### src/rtl/uart2ps2_pkg.sv
// rtl/uart2ps2_pkg.sv - shared types and header field constants for the uart2ps2 dispatcher
// Optional feature macro: UART2PS2_CHECKSUM_EN (adds the CHECK state).
package uart2ps2_pkg;

  typedef enum logic [1:0] {
    ST_HDR,
    ST_PAYLOAD,
    ST_DROP
`ifdef UART2PS2_CHECKSUM_EN
    , ST_CHECK
`endif
  } state_t;

  localparam logic [3:0] SYNC_NIBBLE = 4'hA;
  localparam logic       CHAN_KBD    = 1'b0;
  localparam logic       CHAN_MOUSE  = 1'b1;

  localparam int HDR_SYNC_MSB = 7;
  localparam int HDR_SYNC_LSB = 4;
  localparam int HDR_CHAN_BIT = 3;
  localparam int HDR_LEN_MSB  = 2;
  localparam int HDR_LEN_LSB  = 0;

endpackage

### src/rtl/ps2_byte_fifo.sv
// rtl/ps2_byte_fifo.sv - first-word fall-through byte FIFO with write/commit/rollback pointers
// Readers only see bytes up to the committed pointer; free space counts uncommitted bytes as used.
module ps2_byte_fifo #(
  parameter int DEPTH = 8
) (
  input  logic                     clk,
  input  logic                     reset_n,
  input  logic                     wr_en,
  input  logic [7:0]               wr_data,
  input  logic                     commit,
  input  logic                     rollback,
  output logic [$clog2(DEPTH):0]   free,
  output logic [7:0]               rd_data,
  output logic                     rd_valid,
  input  logic                     rd_ready
);

  localparam int AW = $clog2(DEPTH);
  localparam logic [AW:0] DEPTH_W = (AW+1)'(DEPTH);

  logic [7:0]  mem [DEPTH];
  logic [AW:0] wr_ptr;
  logic [AW:0] cmt_ptr;
  logic [AW:0] rd_ptr;
  logic [AW:0] used;
  logic [AW:0] committed;
  logic        pop;

  assign used      = wr_ptr - rd_ptr;
  assign committed = cmt_ptr - rd_ptr;
  assign free      = DEPTH_W - used;
  assign rd_valid  = committed != '0;
  assign rd_data   = rd_valid ? mem[rd_ptr[AW-1:0]] : 8'h00;
  assign pop       = rd_valid && rd_ready;

  always_ff @(posedge clk) begin
    if (wr_en) mem[wr_ptr[AW-1:0]] <= wr_data;
  end

  // Commit includes a write issued in the same cycle so the no-checksum build commits as it writes.
  always_ff @(posedge clk or negedge reset_n) begin
    if (!reset_n) begin
      wr_ptr  <= '0;
      cmt_ptr <= '0;
      rd_ptr  <= '0;
    end else begin
      if (rollback)   wr_ptr <= cmt_ptr;
      else if (wr_en) wr_ptr <= wr_ptr + 1'b1;
      if (commit)     cmt_ptr <= wr_en ? wr_ptr + 1'b1 : wr_ptr;
      if (pop)        rd_ptr <= rd_ptr + 1'b1;
    end
  end

endmodule

### src/rtl/uart_ps2_dispatch.sv
// rtl/uart_ps2_dispatch.sv - parses framed UART packets and routes payload bytes to keyboard/mouse FIFOs
// Optional feature macro: UART2PS2_CHECKSUM_EN (trailing XOR checksum, commit/rollback per packet).
module uart_ps2_dispatch
  import uart2ps2_pkg::*;
#(
  parameter int FIFO_DEPTH     = 8,
  parameter int TIMEOUT_CYCLES = 500000
) (
  input  logic       clk,
  input  logic       reset_n,
  input  logic       rx_finish,
  input  logic [7:0] rx_data,
  output logic [7:0] kbd_data,
  output logic       kbd_valid,
  input  logic       kbd_ready,
  output logic [7:0] mouse_data,
  output logic       mouse_valid,
  input  logic       mouse_ready,
  output logic       frame_err,
  output logic       overflow
);

  localparam int AW = $clog2(FIFO_DEPTH);
  localparam int TW = $clog2(TIMEOUT_CYCLES + 1);
  localparam logic [TW-1:0] IDLE_LIMIT = TW'(TIMEOUT_CYCLES);

  logic       rx_prev;
  logic       byte_evt;
  logic [7:0] byte_q;

  // rx_prev resets high so a level already present at reset release is not a new byte.
  always_ff @(posedge clk or negedge reset_n) begin
    if (!reset_n) begin
      rx_prev  <= 1'b1;
      byte_evt <= 1'b0;
      byte_q   <= '0;
    end else begin
      rx_prev  <= rx_finish;
      byte_evt <= rx_finish & ~rx_prev;
      byte_q   <= rx_data;
    end
  end

  state_t        state, state_nxt;
  logic          chan, chan_nxt;
  logic [3:0]    remain, remain_nxt;
  logic [TW-1:0] idle_cnt;
  logic          idle_hit;
  logic          timeout;
  logic          wr_en;
  logic [AW:0]   kbd_free, mouse_free, sel_free;
  logic [3:0]    hdr_sync;
  logic          hdr_chan;
  logic [2:0]    hdr_len;
  logic          fits;
  logic          kbd_wr, mouse_wr;

`ifdef UART2PS2_CHECKSUM_EN
  logic [7:0] csum, csum_nxt;
  logic       commit_p;
  logic       rollback_p;
`endif

  assign hdr_sync = byte_q[HDR_SYNC_MSB:HDR_SYNC_LSB];
  assign hdr_chan = byte_q[HDR_CHAN_BIT];
  assign hdr_len  = byte_q[HDR_LEN_MSB:HDR_LEN_LSB];
  assign sel_free = (hdr_chan == CHAN_MOUSE) ? mouse_free : kbd_free;
  assign fits     = sel_free >= (AW+1)'(hdr_len);
  assign idle_hit = idle_cnt == IDLE_LIMIT;
  assign timeout  = (state != ST_HDR) && idle_hit && !byte_evt;

  always_ff @(posedge clk or negedge reset_n) begin
    if (!reset_n) begin
      state    <= ST_HDR;
      chan     <= CHAN_KBD;
      remain   <= '0;
      idle_cnt <= '0;
`ifdef UART2PS2_CHECKSUM_EN
      csum     <= '0;
`endif
    end else begin
      state  <= state_nxt;
      chan   <= chan_nxt;
      remain <= remain_nxt;
`ifdef UART2PS2_CHECKSUM_EN
      csum   <= csum_nxt;
`endif
      if (state == ST_HDR || byte_evt) idle_cnt <= '0;
      else if (!idle_hit)              idle_cnt <= idle_cnt + 1'b1;
    end
  end

  always_comb begin
    state_nxt  = state;
    chan_nxt   = chan;
    remain_nxt = remain;
    wr_en      = 1'b0;
    frame_err  = 1'b0;
    overflow   = 1'b0;
`ifdef UART2PS2_CHECKSUM_EN
    csum_nxt   = csum;
    commit_p   = 1'b0;
    rollback_p = 1'b0;
`endif
    case (state)
      ST_HDR: begin
        if (byte_evt) begin
          if (hdr_sync != SYNC_NIBBLE || hdr_len == 3'd0) begin
            frame_err = 1'b1;
          end else if (fits) begin
            chan_nxt   = hdr_chan;
            remain_nxt = {1'b0, hdr_len};
            state_nxt  = ST_PAYLOAD;
`ifdef UART2PS2_CHECKSUM_EN
            csum_nxt   = byte_q;
`endif
          end else begin
            overflow   = 1'b1;
            state_nxt  = ST_DROP;
`ifdef UART2PS2_CHECKSUM_EN
            // the trailing checksum byte belongs to the dropped packet too
            remain_nxt = {1'b0, hdr_len} + 4'd1;
`else
            remain_nxt = {1'b0, hdr_len};
`endif
          end
        end
      end
      ST_PAYLOAD: begin
        if (timeout) begin
          frame_err  = 1'b1;
          state_nxt  = ST_HDR;
`ifdef UART2PS2_CHECKSUM_EN
          rollback_p = 1'b1;
`endif
        end else if (byte_evt) begin
          wr_en      = 1'b1;
          remain_nxt = remain - 4'd1;
`ifdef UART2PS2_CHECKSUM_EN
          csum_nxt   = csum ^ byte_q;
          if (remain == 4'd1) state_nxt = ST_CHECK;
`else
          if (remain == 4'd1) state_nxt = ST_HDR;
`endif
        end
      end
      ST_DROP: begin
        if (timeout) begin
          frame_err = 1'b1;
          state_nxt = ST_HDR;
        end else if (byte_evt) begin
          remain_nxt = remain - 4'd1;
          if (remain == 4'd1) state_nxt = ST_HDR;
        end
      end
`ifdef UART2PS2_CHECKSUM_EN
      ST_CHECK: begin
        if (timeout) begin
          frame_err  = 1'b1;
          rollback_p = 1'b1;
          state_nxt  = ST_HDR;
        end else if (byte_evt) begin
          if (byte_q == csum) begin
            commit_p = 1'b1;
          end else begin
            rollback_p = 1'b1;
            frame_err  = 1'b1;
          end
          state_nxt = ST_HDR;
        end
      end
`endif
      default: state_nxt = ST_HDR;
    endcase
  end

  assign kbd_wr   = wr_en && (chan == CHAN_KBD);
  assign mouse_wr = wr_en && (chan == CHAN_MOUSE);

  ps2_byte_fifo #(.DEPTH(FIFO_DEPTH)) u_kbd_fifo (
    .clk      (clk),
    .reset_n  (reset_n),
    .wr_en    (kbd_wr),
    .wr_data  (byte_q),
`ifdef UART2PS2_CHECKSUM_EN
    .commit   (commit_p && (chan == CHAN_KBD)),
    .rollback (rollback_p && (chan == CHAN_KBD)),
`else
    .commit   (kbd_wr),
    .rollback (1'b0),
`endif
    .free     (kbd_free),
    .rd_data  (kbd_data),
    .rd_valid (kbd_valid),
    .rd_ready (kbd_ready)
  );

  ps2_byte_fifo #(.DEPTH(FIFO_DEPTH)) u_mouse_fifo (
    .clk      (clk),
    .reset_n  (reset_n),
    .wr_en    (mouse_wr),
    .wr_data  (byte_q),
`ifdef UART2PS2_CHECKSUM_EN
    .commit   (commit_p && (chan == CHAN_MOUSE)),
    .rollback (rollback_p && (chan == CHAN_MOUSE)),
`else
    .commit   (mouse_wr),
    .rollback (1'b0),
`endif
    .free     (mouse_free),
    .rd_data  (mouse_data),
    .rd_valid (mouse_valid),
    .rd_ready (mouse_ready)
  );

endmodule

### config.mk
export PLATFORM = sky130hd
export DESIGN_NAME = uart_ps2_dispatch
export DESIGN_NICKNAME = d
export VERILOG_FILES = /design/src/rtl/uart2ps2_pkg.sv /design/src/rtl/ps2_byte_fifo.sv /design/src/rtl/uart_ps2_dispatch.sv
export SDC_FILE = /design/constraint.sdc
export NUM_CORES = 1
export LEC_CHECK = 0
export BUFFER_PORTS_ARGS = -buffer_cell sky130_fd_sc_hd__clkbuf_2
export CAP_MARGIN = 20
export CORE_ASPECT_RATIO = 0.6
export CORE_UTILIZATION = 27
export DETAILED_ROUTE_END_ITERATION = 6
export SLEW_MARGIN = 20
export SYNTH_ARGS = -nofsm -noshare
export SYNTH_HDL_FRONTEND = slang
export SYNTH_SLANG_ARGS = --single-unit
### constraint.sdc
create_clock -name clk -period 3 [get_ports clk]
set_input_delay 0.3 -clock clk [delete_from_list [all_inputs] [get_ports clk]]
set_output_delay 0.3 -clock clk [all_outputs]
set_load 0.01 [all_outputs]
==> impl_metrics.tcl, run 1 <==
set metrics [dict create \
    rr_endpoint "chan" \
    gp_congestion 0.732 \
    reg2reg_from "u_mouse_fifo.wr_ptr[0]" \
    syn_inst 542 \
    whs_path_depth 3 \
    die_area_sq_um 30300 \
    fin_nets 675 \
    crit_required_ps 2700 \
    max_cap_viol_count 0 \
    grt_use_met1_pct 18.9 \
    finalHoldViolCount 0 \
    drc 0 \
    max_slew_margin_pct 57.1 \
    synth.most_common_cell "edfxtp_1" \
    clock-root-buffer "clkbuf_16" \
    synth.top_cell.area_share_pct 48.2 \
    yosysSeqAreaShare_pct 64.5 \
    avgSynthCellArea_sq_um 14.7 \
    antenna_found_initial 0 \
    htreeDepth 4 \
    ant_nets 0 \
    worst_hold_slack_ps 174 \
    cts.clk_slew.worst_paths_ps 70 \
    yosys_warnings 0 \
    syn_nets 578 \
    std_cell_rows 48 \
    start_util_pct 27.6 \
    synthTopCellsByCount "edfxtp_1, nand2_1, dfrtp_1" \
    critPathMaxFanout 2 \
    slew_viol_final 0 \
    wire_per_inst_microns 16.3 \
    die_h_microns 135 \
    cts_tree "yes" \
    layout.cells.non_filler 1052 \
    outcome "finished, violations left" \
    syn2layout_area_growth_pct 23.2 \
    cts_made_buffers 17 \
    synthTopCellsByArea "edfxtp_1, dfrtp_1, mux4_2" \
    rsz0062_at_grt "true" \
    reg2regPathDepth 13 \
    fin_crit_sh_pct 116 \
    io_pins 33 \
    drt_iter0_drc 298 \
    yosysUniqueCellTypes 56 \
    vias 4669 \
    crit_path_end_kind "output port" \
    grt_pass1_wl_microns 27100 \
    synth_area_sq_um 7980 \
    drive_gt1_share_pct 28.5 \
    hold_end "u_kbd_fifo.rd_ptr[2]" \
    worst_pin_slew_ps 643 \
    core_area_sq_um 28900 \
    regToRegSetupSlack_ps 140 \
    violations "negative setup slack" \
    ir_worst_vdd_v 0.000549 \
    max_freq_mhz 287 \
    wirelength_microns 17100 \
    fin_ws_ps -480 \
    grtUsageTotal_pct 12.2 \
    dpl-instance-area_sq_um 8970 \
    setup_viol 1 \
    min_from "kbd_ready" \
    n_antenna_cell 0 \
    yosys.area.top_type "edfxtp_1" \
    synth_edf_count 128 \
    hold_path.class "primary input to flop" \
    met2_usage_pct 16.2 \
    async_flop_share_pct 28.9 \
    fin_crit_ps 3480 \
    vias_per_cell 4.44 \
    fill_cells 2815 \
    grt_overflow 0 \
    finClkSkew_ps 11.2 \
    regArea_sq_um 5150 \
    crit_arrival_ps 3180 \
    ys.flop_type "edfxtp_1" \
    numPortBuffers 32 \
    p_leak_nw 3.59 \
    use_met3_pct 3.42 \
    grt_most_used_layer "met1" \
    grt_pass1_vias 4649 \
    cts_num_sinks 180 \
    synth-seq-cells 180 \
    cts_buffer_depth 2 \
    dp_hpwl_microns 11800 \
    cp-start-kind "flop" \
    grt_max_degree 36 \
    stdcell_area_sq_um 9830 \
    fp.dieW_microns 224 \
    multi_input_area_sq_um 2760 \
    post-place-cells 1006 \
    clock_latency_ps 440 \
    drtPass1Iterations 5 \
    power_density_nw_per_um2 963 \
    critical_path_class "flop to output port" \
]
-- per-stage QoR --
| step | TNS, ps | worst slack, ps | power (W) | utilization [%] |
|---|---|---|---|---|
| floorplan | 0 | 55.0 | 0.00551 | - |
| global placement | -92.3 | -92.3 | 0.00660 | 31.1 |
| detailed placement | -125 | -125 | 0.00665 | 31.1 |
| CTS | -605 | -605 | 0.00924 | 33.8 |
| global route | -692 | -683 | 0.0100 | 34.0 |
| finish | -480 | -480 | 0.00947 | 34.0 |
-- worst max-delay path, cell delays in order, from the launching register on --
cell,delay [ps]
dfrtp_1,380
inv_1,80
ha_2,190
fa_1,420
mux2_4,290
ha_4,270
ha_4,190
a21o_1,190
a2111oi_4,310
mux2i_1,160
nor2_1,120
buf_2,140
-- metal layers --
metal	share of wire [%]	vias up
met1	55	2361
met5	0	-
li1	-	2221
met4	0.91	0
met2	40	75
met3	4.3	12
-- repair_timing --
item | CTS | global route
setup endpoints to repair | 2 | 9
gates resized for setup | 1 | 11
buffers inserted | 3 | 1
hold buffers | 10 | 0
endpoints found under the hold margin | 25 | 0
pin swaps | 9 | 3
-- registers in the layout (all words and copies together), names as in the netlist --
signal	flops
u_mouse_fifo.wr_ptr	4
byte_q	8
chan	1
idle_cnt	19
u_mouse_fifo.mem	64
u_kbd_fifo.wr_ptr	4
state	2
u_kbd_fifo.rd_ptr	4
remain	4
u_mouse_fifo.rd_ptr	4
rx_prev	1
u_kbd_fifo.mem	64
byte_evt	1
-- power breakdown --
group	switching, W	internal [W]
clock	0.000987	0.00152
sequential	0.000123	0.00281
combinational	0.00206	0.00197
total	0.00317	0.00630
-- placed cells by master (no fill, tap or decap), types with 5 or more instances in the layout --
cell type,netlist,layout
a21oi_1,28,25
buf_4,2,52
bufinv_16,0,5
clkbuf_16,0,17
clkbuf_2,0,31
dfrtp_1,51,51
dlygate4sd3_1,0,10
edfxtp_1,128,128
ha_1,21,16
inv_1,18,17
mux2_2,7,6
mux4_2,32,32
nand2_1,57,57
nand2b_1,7,7
nand3_1,16,16
nand4_1,7,7
nor2_1,38,37
nor3_1,8,8
o21ai_0,11,11
or3_1,5,5
xnor2_1,14,13
xor2_1,17,17
-- worst max-delay path by stage --
stage / start / endpoint
floorplan: u_mouse_fifo.wr_ptr[0] / overflow
CTS: u_kbd_fifo.rd_ptr[0] / overflow
detailed placement: u_mouse_fifo.wr_ptr[0] / overflow
finish: u_mouse_fifo.wr_ptr[0] / overflow
global route: u_kbd_fifo.wr_ptr[0] / overflow
global placement: u_kbd_fifo.rd_ptr[0] / overflow
-- layout make-up --
type,count,share of cell area (%)
timing repair buffer,96,6.89
clock buffer,20,4.55
tap,400,5.09
multi-input combinational,323,28.1
sequential,180,52.4
clock inverter,12,2.19
inverter,21,0.828
-- cell families after synthesis --
logic type               synth area share, %
XOR/XNOR                                3.40
multiplexers                            10.6
buffers and inverters                   2.06
AND/OR/NAND/NOR                         10.9
flip-flops                              64.5
adder cells (fa/ha/maj)                 3.80
AO/OA/AOI/OAI                           4.64
No activity file was read; power rests on OpenSTA's default activity.
==> run 2, diff against run 1 <==
Settings changed: ABC_AREA from default to 1, CORE_UTILIZATION 27 to 45.
==> run 2 against run 1 <==
- the run still ends with negative setup slack left
- clock-buffer cell count shrank 2
- die area down 39%
- combinational power grew 1%
- critical path depth grew 2
- sequential power grew 2%
- sequential cell count stayed put
- hold slack worse by 170 ps
- sequential share of layout area up 1.4 points
- utilization is 21 points higher
- setup slack gained 390 ps
- total power is 0.18% lower
- critical path type unchanged
- critical endpoint unchanged
- largest power group unchanged
- highest routed layer unchanged
==> impl_metrics.tcl, run 2 <==
set metrics [dict create \
    clock_latency_ps 430 \
    vias_per_cell 5.35 \
    htreeDepth 4 \
    final_cell_mix "nand2_1, edfxtp_1, a21oi_1" \
    crit_arrival_ps 2790 \
    synth_edf_count 128 \
    die_area_sq_um 18500 \
    crit_required_ps 2700 \
    grt_use_met1_pct 30.7 \
    violations "negative setup slack" \
    power_density_nw_per_um2 987 \
    max_freq_mhz 323 \
    yosys_warnings 0 \
    n_antenna_cell 0 \
    synth-seq-cells 180 \
    finalHoldViolCount 0 \
    use_met3_pct 4.87 \
    met2_usage_pct 30.0 \
    multi_input_area_sq_um 2730 \
    setup_viol 1 \
    fin_crit_sh_pct 103 \
    clock-root-buffer "clkbuf_16" \
    antenna_found_initial 0 \
    syn_nets 772 \
    synth.most_common_cell "nand2_1" \
    std_cell_rows 37 \
    synth_area_sq_um 8080 \
    switching_power_w 0.00350 \
    cts_num_sinks 180 \
    yosys.area.top_type "edfxtp_1" \
    critical_path_class "flop to output port" \
    rsz0062_at_grt "true" \
    core_area_sq_um 17400 \
    fill_cells 1445 \
    vias 5646 \
    drtPass1Iterations 6 \
    gp_congestion 0.869 \
    syn2layout_area_growth_pct 18.6 \
    ant_nets 0 \
    synthTopCellsByArea "edfxtp_1, dfrtp_1, nand2_1" \
    cts_tree "yes" \
    drt_iter0_drc 574 \
    avgSynthCellArea_sq_um 11.0 \
    async_flop_share_pct 28.9 \
    fin_ws_ps -93.7 \
    p_seq_share_pct 31.6 \
    synthTopCellsByCount "nand2_1, edfxtp_1, a21oi_1" \
    max_cap_viol_count 0 \
    die_h_microns 106 \
    cts_made_buffers 17 \
    drive_gt1_share_pct 18.4 \
    p_leak_nw 3.79 \
    clkPwrFrac_pct 25.1 \
    fp.dieW_microns 175 \
    yosysSeqAreaShare_pct 63.7 \
    regToRegSetupSlack_ps 90 \
    layout_commonest_cell "nand2_1" \
    grt_overflow 0 \
    dp_worst_setup_slack_ps 34.1 \
    start_util_pct 46.5 \
    p_total_w 0.00945 \
    critPathMaxFanout 2 \
    cts.clk_slew.worst_paths_ps 70 \
    hold_path.class "primary input to async pin" \
    ir_worst_vdd_v 0.000484 \
    fin_nets 845 \
    grtUsageTotal_pct 20.6 \
    cp-start-kind "flop" \
    worst_pin_slew_ps 928 \
    ys.flop_type "edfxtp_1" \
    numPortBuffers 32 \
    wirelength_microns 17900 \
    yosysUniqueCellTypes 35 \
    cts_buffer_depth 2 \
    drc 0 \
    grt_most_used_layer "met1" \
    fin_crit_ps 3090 \
    combPwrFrac_pct 43.3 \
    io_pins 33 \
    swShare_pct 37.0 \
    crit_path_end_kind "output port" \
    grt_pass1_wl_microns 29000 \
    regArea_sq_um 5150 \
    outcome "finished, violations left" \
    grt_max_degree 38 \
    synth.top_cell.area_share_pct 47.6 \
    finClkSkew_ps 9.29 \
    slew_viol_final 0 \
    fin_util_pct 55.2 \
    wire_per_inst_microns 17.0 \
    grt_pass1_vias 5487 \
    max_slew_margin_pct 38.1 \
    syn_inst 736 \
    p_int_w 0.00595 \
    dp_hpwl_microns 11700 \
]
-- run 2: critical path: stages (launching register included) --
cell	delay, ps
dfrtp_1	370
inv_2	60
ha_4	160
fa_2	530
nand2_1	60
nand2_2	90
ha_4	130
xor2_1	150
inv_1	90
ha_4	220
a21oi_4	160
nand3_2	110
nor2_2	100
buf_2	130
-- run 2: area by class of cell --
class	count	area share [%]
clock inverters	13	2.02
well taps	234	3.06
clock buffers	18	4.48
multi-input cells	470	28.5
flip-flops and latches	180	53.7
repair buffers	80	5.75
inverters	60	2.48
-- run 2: metrics by stage --
step | setup TNS [ps] | std cells | instance area (sq um) | hold WS (ps)
6_report | -93.7 | 1055 | 9580 | 2.67
5_1_grt | -222 | 1055 | 9580 | 67.2
4_1_cts | -206 | 1051 | 9430 | 72.9
3_5_place_dp | 0 | 999 | 8580 | 409
3_3_place_gp | 0 | 999 | 8580 | 402
2_1_floorplan | 0 | 736 | 8080 | 4.41
-- run 2: power by group through the flow --
| stage | Combinational, W | Sequential [W] | Clock (W) |
|---|---|---|---|
| 2_1_floorplan | 0.00237 | 0.00301 | 0 |
| 3_3_place_gp | 0.00325 | 0.00302 | 0 |
| 3_5_place_dp | 0.00332 | 0.00303 | 0 |
| 4_1_cts | 0.00376 | 0.00298 | 0.00240 |
| 5_1_grt | 0.00456 | 0.00301 | 0.00251 |
| 6_report | 0.00409 | 0.00299 | 0.00237 |
-- run 2: worst paths after layout --
check                                          start                   end  cells past startpoint
worst min-delay path                         reset_n          idle_cnt[16]                      1
worst max-delay path            u_kbd_fifo.wr_ptr[0]              overflow                     13
worst max register to register  u_kbd_fifo.wr_ptr[0]              state[1]                     19
min in group clk                           kbd_ready  u_kbd_fifo.rd_ptr[3]                      3
worst min register to register               rx_prev              byte_evt                      1
max in group asynchronous                    reset_n          idle_cnt[14]                      2
-- run 2: logic make-up after synthesis --
kind of cell	after synthesis	synth area share (%)
compound gates	142	11.2
xor+xnor	16	1.73
fa+ha+maj	23	3.75
buf+inv	86	4.28
flops	180	63.7
simple gates	289	15.3
-- run 2: layer usage --
| metal | wire length [microns] | part of all wire, % |
|---|---|---|
| met5 | 0 | 0 |
| met4 | 172 | 0.96 |
| met1 | 9080 | 51 |
| met2 | 7730 | 43 |
| met3 | 948 | 5.3 |
-- run 2: what timing repair did --
action / in CTS / in global routing
pin swaps: 11 / 8
hold buffers: 9 / 0
buffers inserted: 12 / 4
setup endpoints to repair: 3 / 17
hold endpoints to repair: 9 / 0
resized for setup: 12 / 26
==> run 3, diff against run 2 <==
Clock period 3 ns to 2.8 ns, I/O delays scaled along.
==> run 3 against run 2 <==
- the flow finishes with violations (negative hold slack, negative setup slack)
- combinational power increased by 13%
- first-iteration DRC count decreased by 7.7%
- setup slack got worse by 200 ps
- critical path depth increased by 5
- clock-buffer cell count decreased by 1
- register-to-register slack got worse by 390 ps
- design area increased by 1.9%
- sequential share of layout area decreased by 1.0 points
- final cell count increased by 2.1%
- non-clock buffer count increased by 21
- clock skew increased by 3.9 ps
- sequential power increased by 6.7%
- critical path type is now flop to flop
- largest power group unchanged
==> impl_metrics.tcl, run 3 (synthesis results as in run 2) <==
set metrics [dict create \
    dp_hpwl_microns 11700 \
    p_leak_nw 3.88 \
    core_area_sq_um 17400 \
    p_int_w 0.00624 \
    clock_latency_ps 430 \
    power_density_nw_per_um2 1050 \
    reg2regPathDepth 18 \
    clock-root-buffer "clkbuf_16" \
    slew_viol_final 0 \
    fin_crit_sh_pct 111 \
    max_stage_delay_ps 470 \
    reg2reg_from "u_mouse_fifo.rd_ptr[0]" \
    cts_buffer_depth 2 \
    numPortBuffers 32 \
    drc 0 \
    crit_required_ps 3120 \
    finClkSkew_ps 13.2 \
    crit_path_top_delay_cell "fa_1" \
    grt_pass1_vias 5603 \
    setup_viol 3 \
    vias 5691 \
    drtPass1Iterations 4 \
    ant_nets 0 \
    finalHoldViolCount 7 \
    outcome "finished, violations left" \
    n_antenna_cell 0 \
    max_freq_mhz 323 \
    crit_path_end_kind "flop" \
    hold_path.class "primary input to async pin" \
    gp_congestion 0.849 \
    worst_hold_slack_ps -15.3 \
    violations "negative hold slack, negative setup slack" \
    start_util_pct 46.5 \
    drt_iter0_drc 530 \
    fin_crit_ps 3100 \
    die_h_microns 106 \
    grt_pass1_wl_microns 29100 \
    crit_arrival_ps 3420 \
    wire_per_inst_microns 16.8 \
    critPathMaxFanout 3 \
    rr_endpoint "chan" \
    regToRegSetupSlack_ps -300 \
    clkPwrFrac_pct 23.4 \
    syn2layout_area_growth_pct 20.9 \
    path_cells "ha_4 > fa_1 > nand2_1 > nand2_2 > ha_4 > ha_4 > o21ai_1 > nand2_1 > a21oi_2 > nand3_2 > buf_4 > buf_4 > buf_4 > buf_4 > buf_4 > buf_4 > nand3_1 > nand2_1" \
    antenna_found_initial 0 \
    swShare_pct 38.9 \
    cp-start-kind "flop" \
    layout_commonest_cell "nand2_1" \
    die_area_sq_um 18500 \
    cts_num_sinks 180 \
    htreeDepth 4 \
    final_cell_mix "nand2_1, edfxtp_1, a21oi_1" \
    grtUsageTotal_pct 20.6 \
    fin_nets 866 \
    io_pins 33 \
    p_seq_share_pct 31.2 \
    critical_path_class "flop to flop" \
    worst_pin_slew_ps 750 \
    cp.buffers_inverters 6 \
    drive_gt1_share_pct 21.1 \
    critPathMostFrequentCell "buf_4" \
    vias_per_cell 5.28 \
    fin_ws_ps -296 \
    rsz0062_at_grt "true" \
    switching_power_w 0.00398 \
    cts_tree "yes" \
    grt_overflow 0 \
    cts.clk_slew.worst_paths_ps 70 \
    cts_made_buffers 17 \
    std_cell_rows 37 \
    combPwrFrac_pct 45.4 \
    max_cap_viol_count 0 \
    max_slew_margin_pct 49.8 \
    p_total_w 0.0102 \
    ir_worst_vdd_v 0.000559 \
    fp.dieW_microns 175 \
    path_delay_family "adder cells" \
    wirelength_microns 18100 \
    grt_max_degree 53 \
]
==> run 3: worst max path at each step <==
stage,startpoint,end,cells past startpoint
floorplan,u_kbd_fifo.rd_ptr[2],overflow,15
global placement,u_mouse_fifo.wr_ptr[0],overflow,13
detailed placement,u_mouse_fifo.rd_ptr[0],overflow,12
CTS,u_mouse_fifo.rd_ptr[0],overflow,12
global route,u_kbd_fifo.wr_ptr[0],chan,19
finish,u_mouse_fifo.rd_ptr[0],chan,18
==> run 3: power by group through the flow <==
stage,registers [W],logic (W),clock network [W]
5_1_grt,0.00321,0.00512,0.00256
3_5_place_dp,0.00323,0.00363,0
6_report,0.00319,0.00464,0.00240
4_1_cts,0.00318,0.00405,0.00244
2_1_floorplan,0.00322,0.00254,0
3_3_place_gp,0.00322,0.00354,0
==> run 3: stage by stage <==
step           instances  instance area, sq um  utilization [%]  setup TNS (ps)  setup slack (ps)
2_1_floorplan        736                  8080                -               0              24.0
3_3_place_gp        1015                  8700             50.1           -13.3             -13.3
3_5_place_dp        1015                  8700             50.1           -42.7             -42.7
4_1_cts             1067                  9530             54.9           -1010              -362
5_1_grt             1077                  9760             56.2           -1900              -464
6_report            1077                  9760             56.2            -848              -296
==> run 3: area by class of cell <==
type	instances	area, sq um
clock buffers	17	425
clock inverters	15	176
multi-input cells	470	2770
flip-flops and latches	180	5150
repair buffers	101	716
well taps	234	293
inverters	60	238
fillers	1468	7600
==> run 3: worst reg2reg max path: cells and delay by family, from the launching register on <==
| family | cells | cell delay (ps) |
|---|---|---|
| compound gates | 2 | 240 |
| simple gates | 6 | 480 |
| fa+ha+maj | 4 | 1110 |
| buf+inv | 6 | 760 |
| flops | 1 | 420 |
==> run 3: what timing repair did <==
action | 4_1_cts | 5_1_grt
setup endpoints to repair | 10 | 19
gates resized for setup | 14 | 42
gates cloned | 0 | 0
hold endpoints to repair | 9 | 0
hold buffers | 9 | 0
buffers inserted | 11 | 11
pin swaps | 10 | 7
==> run 3: routing by layer <==
metal / up-vias / wire length, microns / global-route usage (%)
li1: 2763 / - / -
met4: 0 / 172 / 5.34
met2: 137 / 7910 / 30.0
met5: - / 0 / 0
met3: 14 / 811 / 4.44
met1: 2777 / 9160 / 30.9
